==> config.mk <==
export PLATFORM = sky130hd
export DESIGN_NAME = iadc_conversion_sequencer
export DESIGN_NICKNAME = d
export VERILOG_FILES = /design/src/rtl/iadc_pkg.sv /design/src/rtl/iadc_seq_counter.sv /design/src/rtl/iadc_conversion_sequencer.sv
export SDC_FILE = /design/constraint.sdc
export NUM_CORES = 1
export LEC_CHECK = 0
export CAP_MARGIN = 20
export CORE_ASPECT_RATIO = 1.4
export CORE_MARGIN = 3
export CORE_UTILIZATION = 55
export DETAILED_ROUTE_END_ITERATION = 6
export HOLD_SLACK_MARGIN = 0.12
export PLACE_DENSITY = 0.8
export RECOVER_POWER = 100
export SLEW_MARGIN = 30
export SYNTH_ARGS = -nofsm -noshare
export SYNTH_HDL_FRONTEND = slang
export SYNTH_HIERARCHICAL = 1
export SYNTH_SLANG_ARGS = --single-unit
==> constraint.sdc <==
create_clock -name i_clk -period 4.3 [get_ports i_clk]
set_clock_uncertainty 0.05 [all_clocks]
set_input_delay 1.29 -clock i_clk [delete_from_list [all_inputs] [get_ports i_clk]]
set_output_delay 1.29 -clock i_clk [all_outputs]
set_load 0.02 [all_outputs]
==> src/rtl/iadc_pkg.sv <==
// rtl/iadc_pkg.sv - shared types and defaults for the incremental-ADC conversion sequencer
package iadc_pkg;

  localparam int OSR_W_DEF   = 10;
  localparam int RST_CYC_DEF = 4;

  typedef enum logic [1:0] {
    ST_IDLE    = 2'd0,
    ST_RESET   = 2'd1,
    ST_CONVERT = 2'd2,
    ST_DONE    = 2'd3
  } state_e;

endpackage

==> src/rtl/iadc_seq_counter.sv <==
// rtl/iadc_seq_counter.sv - loadable down-counter timing the RESET and CONVERT windows
module iadc_seq_counter #(
  parameter int W = 10
) (
  input  logic         i_clk,
  input  logic         i_rst,
  input  logic         i_load,
  input  logic [W-1:0] i_load_val,
  input  logic         i_en,
  output logic [W-1:0] o_count,
  output logic         o_zero
);

  logic [W-1:0] r_count;

  // Load has priority over decrement; the count parks at zero
  always_ff @(posedge i_clk or posedge i_rst) begin
    if (i_rst) begin
      r_count <= '0;
    end else if (i_load) begin
      r_count <= i_load_val;
    end else if (i_en && (r_count != '0)) begin
      r_count <= r_count - W'(1);
    end
  end

  assign o_count = r_count;
  assign o_zero  = (r_count == '0);

endmodule

==> src/rtl/iadc_conversion_sequencer.sv <==
// rtl/iadc_conversion_sequencer.sv - integrator reset / conversion window / done sequencing with chopper
module iadc_conversion_sequencer
  import iadc_pkg::*;
#(
  parameter int OSR_W   = OSR_W_DEF,
  parameter int RST_CYC = RST_CYC_DEF
) (
  input  logic             i_clk,
  input  logic             i_rst,
  input  logic             i_start,
  input  logic             i_cont_mode,
  input  logic             i_chop_en,
  input  logic             i_abort,
  input  logic [OSR_W-1:0] i_osr,
  output logic             o_clkgen_en,
  output logic             o_int_rst,
  output logic             o_dec_clr,
  output logic             o_dec_en,
  output logic             o_chop_phase,
  output logic             o_busy,
  output logic             o_conv_done,
  output logic [OSR_W-1:0] o_sample_cnt
);

  localparam logic [OSR_W-1:0] RST_LOAD = OSR_W'(RST_CYC - 1);
  localparam logic [OSR_W-1:0] OSR_MIN  = OSR_W'(2);

  state_e           r_state;
  logic [OSR_W-1:0] r_osr_l;
  logic             r_chop;
  logic             r_clkgen_en;
  logic             r_int_rst;
  logic             r_dec_clr;
  logic             r_dec_en;
  logic             r_busy;
  logic             r_conv_done;

  logic [OSR_W-1:0] w_osr_clamp;
  logic             w_cnt_load;
  logic [OSR_W-1:0] w_cnt_val;
  logic             w_cnt_en;
  logic [OSR_W-1:0] w_cnt;
  logic             w_cnt_zero;

  // The integrator needs at least two samples for a meaningful result
  assign w_osr_clamp = (i_osr < OSR_MIN) ? OSR_MIN : i_osr;

  // Counter is loaded on entry to RESET and to CONVERT, and counts down while in either
  always_comb begin
    w_cnt_load = 1'b0;
    w_cnt_val  = RST_LOAD;
    w_cnt_en   = 1'b0;
    if (!i_abort) begin
      case (r_state)
        ST_IDLE:    w_cnt_load = i_start;
        ST_RESET: begin
          if (w_cnt_zero) begin
            w_cnt_load = 1'b1;
            w_cnt_val  = r_osr_l - OSR_W'(1);
          end else begin
            w_cnt_en = 1'b1;
          end
        end
        ST_CONVERT: w_cnt_en   = !w_cnt_zero;
        ST_DONE:    w_cnt_load = i_cont_mode;
        default:    w_cnt_load = 1'b0;
      endcase
    end
  end

  iadc_seq_counter #(
    .W (OSR_W)
  ) u_counter (
    .i_clk      (i_clk),
    .i_rst      (i_rst),
    .i_load     (w_cnt_load),
    .i_load_val (w_cnt_val),
    .i_en       (w_cnt_en),
    .o_count    (w_cnt),
    .o_zero     (w_cnt_zero)
  );

  // Sequencer FSM; every output is registered from the state being entered
  always_ff @(posedge i_clk or posedge i_rst) begin
    if (i_rst) begin
      r_state     <= ST_IDLE;
      r_osr_l     <= '0;
      r_chop      <= 1'b0;
      r_clkgen_en <= 1'b0;
      r_int_rst   <= 1'b0;
      r_dec_clr   <= 1'b0;
      r_dec_en    <= 1'b0;
      r_busy      <= 1'b0;
      r_conv_done <= 1'b0;
    end else begin
      r_clkgen_en <= 1'b0;
      r_int_rst   <= 1'b0;
      r_dec_clr   <= 1'b0;
      r_dec_en    <= 1'b0;
      r_conv_done <= 1'b0;
      r_busy      <= 1'b1;
      if (i_abort) begin
        r_state <= ST_IDLE;
        r_busy  <= 1'b0;
      end else begin
        case (r_state)
          ST_IDLE: begin
            if (i_start) begin
              r_state   <= ST_RESET;
              r_osr_l   <= w_osr_clamp;
              r_int_rst <= 1'b1;
              r_dec_clr <= 1'b1;
            end else begin
              r_busy <= 1'b0;
            end
          end
          ST_RESET: begin
            if (w_cnt_zero) begin
              r_state     <= ST_CONVERT;
              r_clkgen_en <= 1'b1;
              r_dec_en    <= 1'b1;
            end else begin
              r_int_rst <= 1'b1;
              r_dec_clr <= 1'b1;
            end
          end
          ST_CONVERT: begin
            if (w_cnt_zero) begin
              r_state     <= ST_DONE;
              r_conv_done <= 1'b1;
            end else begin
              r_clkgen_en <= 1'b1;
              r_dec_en    <= 1'b1;
            end
          end
          ST_DONE: begin
            if (i_chop_en) begin
              r_chop <= !r_chop;
            end
            if (i_cont_mode) begin
              r_state   <= ST_RESET;
              r_osr_l   <= w_osr_clamp;
              r_int_rst <= 1'b1;
              r_dec_clr <= 1'b1;
            end else begin
              r_state <= ST_IDLE;
              r_busy  <= 1'b0;
            end
          end
          default: begin
            r_state <= ST_IDLE;
            r_busy  <= 1'b0;
          end
        endcase
      end
    end
  end

  assign o_clkgen_en  = r_clkgen_en;
  assign o_int_rst    = r_int_rst;
  assign o_dec_clr    = r_dec_clr;
  assign o_dec_en     = r_dec_en;
  assign o_chop_phase = r_chop;
  assign o_busy       = r_busy;
  assign o_conv_done  = r_conv_done;
  assign o_sample_cnt = (r_state == ST_CONVERT) ? (r_osr_l - OSR_W'(1) - w_cnt) : '0;

endmodule

==> results of run 1 <==
final timing paths:
path	startpoint	endpoint	cells past startpoint
hold / removal	o_chop_phase$_DFFE_PP0P_	o_chop_phase$_DFFE_PP0P_	1
setup reg to reg	u_counter/o_count[5]$_DFFE_PP0P_	u_counter/o_count[8]$_DFFE_PP0P_	9
hold reg to reg	o_chop_phase$_DFFE_PP0P_	o_chop_phase$_DFFE_PP0P_	1
min in group asynchronous	i_rst	u_counter/o_count[2]$_DFFE_PP0P_	2
setup / recovery	r_osr_l[1]$_DFFE_PP0P_	o_sample_cnt[9]	11
max in group asynchronous	i_rst	r_osr_l[1]$_DFFE_PP0P_	2
metrics by stage:
| stage | setup TNS (ns) | utilization [%] | total power, W | std cells | area (µm²) |
|---|---|---|---|---|---|
| final | -0.1205 | 76.29 | 0.001948 | 345 | 2854 |
| after global placement | -0.2457 | 72.54 | 0.001647 | 339 | 2714 |
| after floorplan | 0 | - | 0.001202 | 251 | 2210 |
| after detailed placement | -0.3171 | 72.54 | 0.001675 | 339 | 2714 |
| after CTS | 0 | 74.41 | 0.001844 | 344 | 2784 |
| after global routing | -0.4239 | 76.29 | 0.002096 | 345 | 2854 |
cells in the final DEF, fill, tap and decap left out, types with 6 or more instances in the layout:
cell type and instances:
a21oi_1 9, and2_1 8, buf_4 23, clkdlybuf4s50_1 12, dfrtp_1 27, dlygate4sd3_1 14
ha_1 12, inv_1 28, mux2_2 9, nand2_1 18, nor2_1 15, nor2b_1 6
nor3_1 8, nor3b_1 7, o21ai_0 12, xor2_1 8
power breakdown:
part	leakage, nW	total (W)	switching (W)	internal (W)
clock network	0.0217	0.000159	0.0000924	0.0000661
logic	0.889	0.00135	0.000696	0.000659
registers	0.343	0.000435	0.000101	0.000334
total	1.25	0.00195	0.000889	0.00106
final cells by class:
class	count	area, µm²
Timing Repair Buffer	57	486.7
Clock buffer	3	41.29
Multi-Input combinational cell	187	1485
Sequential cell	27	675.6
Clock inverter	1	7.507
Tap cell	42	52.55
Fill cell	250	887.1
Inverter	28	105.1
registers in the layout, summed over array words and instances (netlist names):
signal and count:
o_busy 1, o_chop_phase 1, o_conv_done 1, o_dec_clr 1, o_dec_en 1, r_osr_l 10
r_state 2, u_counter/o_count 10
critical path, stage by stage (launching register included):
cell and delay [ns]:
dfrtp_1 0.42, inv_1 0.09, ha_1 0.18, nor3b_4 0.19, nor3b_2 0.21, xor2_1 0.29
ha_1 0.35, a21oi_2 0.20, o21ai_1 0.11, or4b_1 0.48, o21ai_1 0.11, buf_4 0.17
layer usage:
metal | wire, µm | vias up | GRT usage (%)
li1 | - | 986 | -
met1 | 2101 | 977 | 29.33
met2 | 3061 | 66 | 44.31
met3 | 297 | 13 | 2.544
met4 | 147 | 0 | 7.539
met5 | 0 | - | 0
cells in the mapped netlist (2+ instances only):
cell       instances
nand2_1           19
nand2b_1           3
inv_1             28
dfrtp_1           27
a21oi_1           11
or4_4              2
o21ai_0           10
nor2_1            16
a211oi_1           2
xor2_1             9
nor4_1             5
nand4_1            3
a21o_1             4
buf_4              2
mux2i_1            4
or3_1              2
nor3b_1            9
nor2b_1            6
nor3_1             8
xnor2_1            5
mux2_2             9
o31ai_1            2
o21ai_1            7
o2111ai_1          2
clkbuf_1           7
and2_1             8
a31oi_1            3
ha_1              15
cell families after synthesis:
logic type	Yosys count	share of synthesized area, %
xor gates and xnor gates	15	6.569
muxes	13	6.399
adders and majority gates	16	9.400
DFF	27	30.58
buffers and inverters	37	6.625
AOI/OAI and AO/OA	52	15.74
and+or+nand+nor	91	24.69
repair_timing:
item                                    in CTS  in global routing
pin swaps                                    3                  7
endpoints found under the setup margin       6                  5
resized for setup                           20                 26
hold endpoints to repair                     0                  0
setup buffers                                1                  1
==> flow_summary.yaml, run 1 <==
status:
  status: "finished, violations left"
  failed_checks: "setup timing"
clock_tree:
  ctsHtreeMaxLevel: 1
  clk_pin_slew_ns: 0.10
  ctsLongestPathBuffers: 2
  cts_root_buf: "clkbuf_8"
  insertion_delay_ns: 0.28
  cts_tree: "yes"
  ctsHoldBuffers: 0
  cts_sinks: 27
  numCtsBuffers: 3
hold_path:
  hold_class: "reg2reg"
grt:
  antenna_found_initial: 0
  grt_overflow: 0
  grt_pass1_vias: 1978
  grt_pass1_wl_um: 9004
  grt_usage_pct: 24.30
  grt_max_degree: 21
yosys:
  ys.flop_type: "dfrtp_1"
  synth-edff-count: 0
  postSynthCellCount: 251
  ys_seq_area_share_pct: 30.58
  synth_top_area_share_pct: 30.58
  avgSynthCellArea_um2: 8.803
  synth_top_area_cell: "dfrtp_1"
  syn_area_um2: 2210
  synthTopCellsByArea: "dfrtp_1, ha_1, inv_1, mux2_2, xor2_1"
  ys_warn_count: 6
  synth.distinct_cells: 51
  synth_fp_nets: 283
  synth-async-reset-ratio_pct: 100.0
  ys_ff_latch: 27
place:
  hpwl_um: 4135
  dpl_worst_slack_ns: -0.1880
  io_buffers: 32
  place_congestion: 0.8483
drt:
  drt_drc_violations_left: 0
  routed_wl_um: 5608
  vias_per_cell: 5.919
  drtAntennaViolNets: 0
  dr.first_iter.drc_count: 130
  wl_per_cell_um: 16.26
  vias: 2042
  drt-pass1-iter-count: 4
sta:
  min_period_ns: 4.420
  finalMaxSlewViolations: 0
  hold_viol_final: 0
  hold_slack_ns: 0.4302
  setup_viol: 1
  rsz0062_at_grt: "true"
  slew_headroom_pct: 40.63
  fin_crit_sh_pct: 102.8
  max_freq_ghz: 0.2262
  fin_ws_ns: -0.1205
  worst_pin_slew_ns: 0.8824
setup_path:
  cp_max_fo: 4
  cp-end-kind: "primary output"
  critPathRequiredTime_ns: 2.96
  startpoint_type: "flop"
  criticalPathCategory: "reg2out"
  worstPathArrival_ns: 3.08
  rrSetupSlack_ns: 0.72
final_layout:
  n_antenna_cell: 0
  syn_to_final_growth_pct: 29.16
  nets: 336
  post_route_cells_drive_above_1_share_pct: 20.79
floorplanning:
  start_util_pct: 59.06
  io_pins: 33
  core_region_area_um2: 3741
  die_height_um: 81.00
  die_x_um: 59.57
  std_cell_rows: 26
  dieArea_um2: 4825
pwr:
  leakage_nw: 1.254
  power_density_nw_per_um2: 682.6
  vdd.ir_drop.worst_v: 0.0006178
run:
  cap_violations: 0
Note: power is estimated with default switching activity, not from simulation.
==> run 2, diff against run 1 <==
Settings changed: CAP_MARGIN 20 to default.
==> results of run 2 <==
The final DEF is identical to that of run 1; final timing and power are the same.
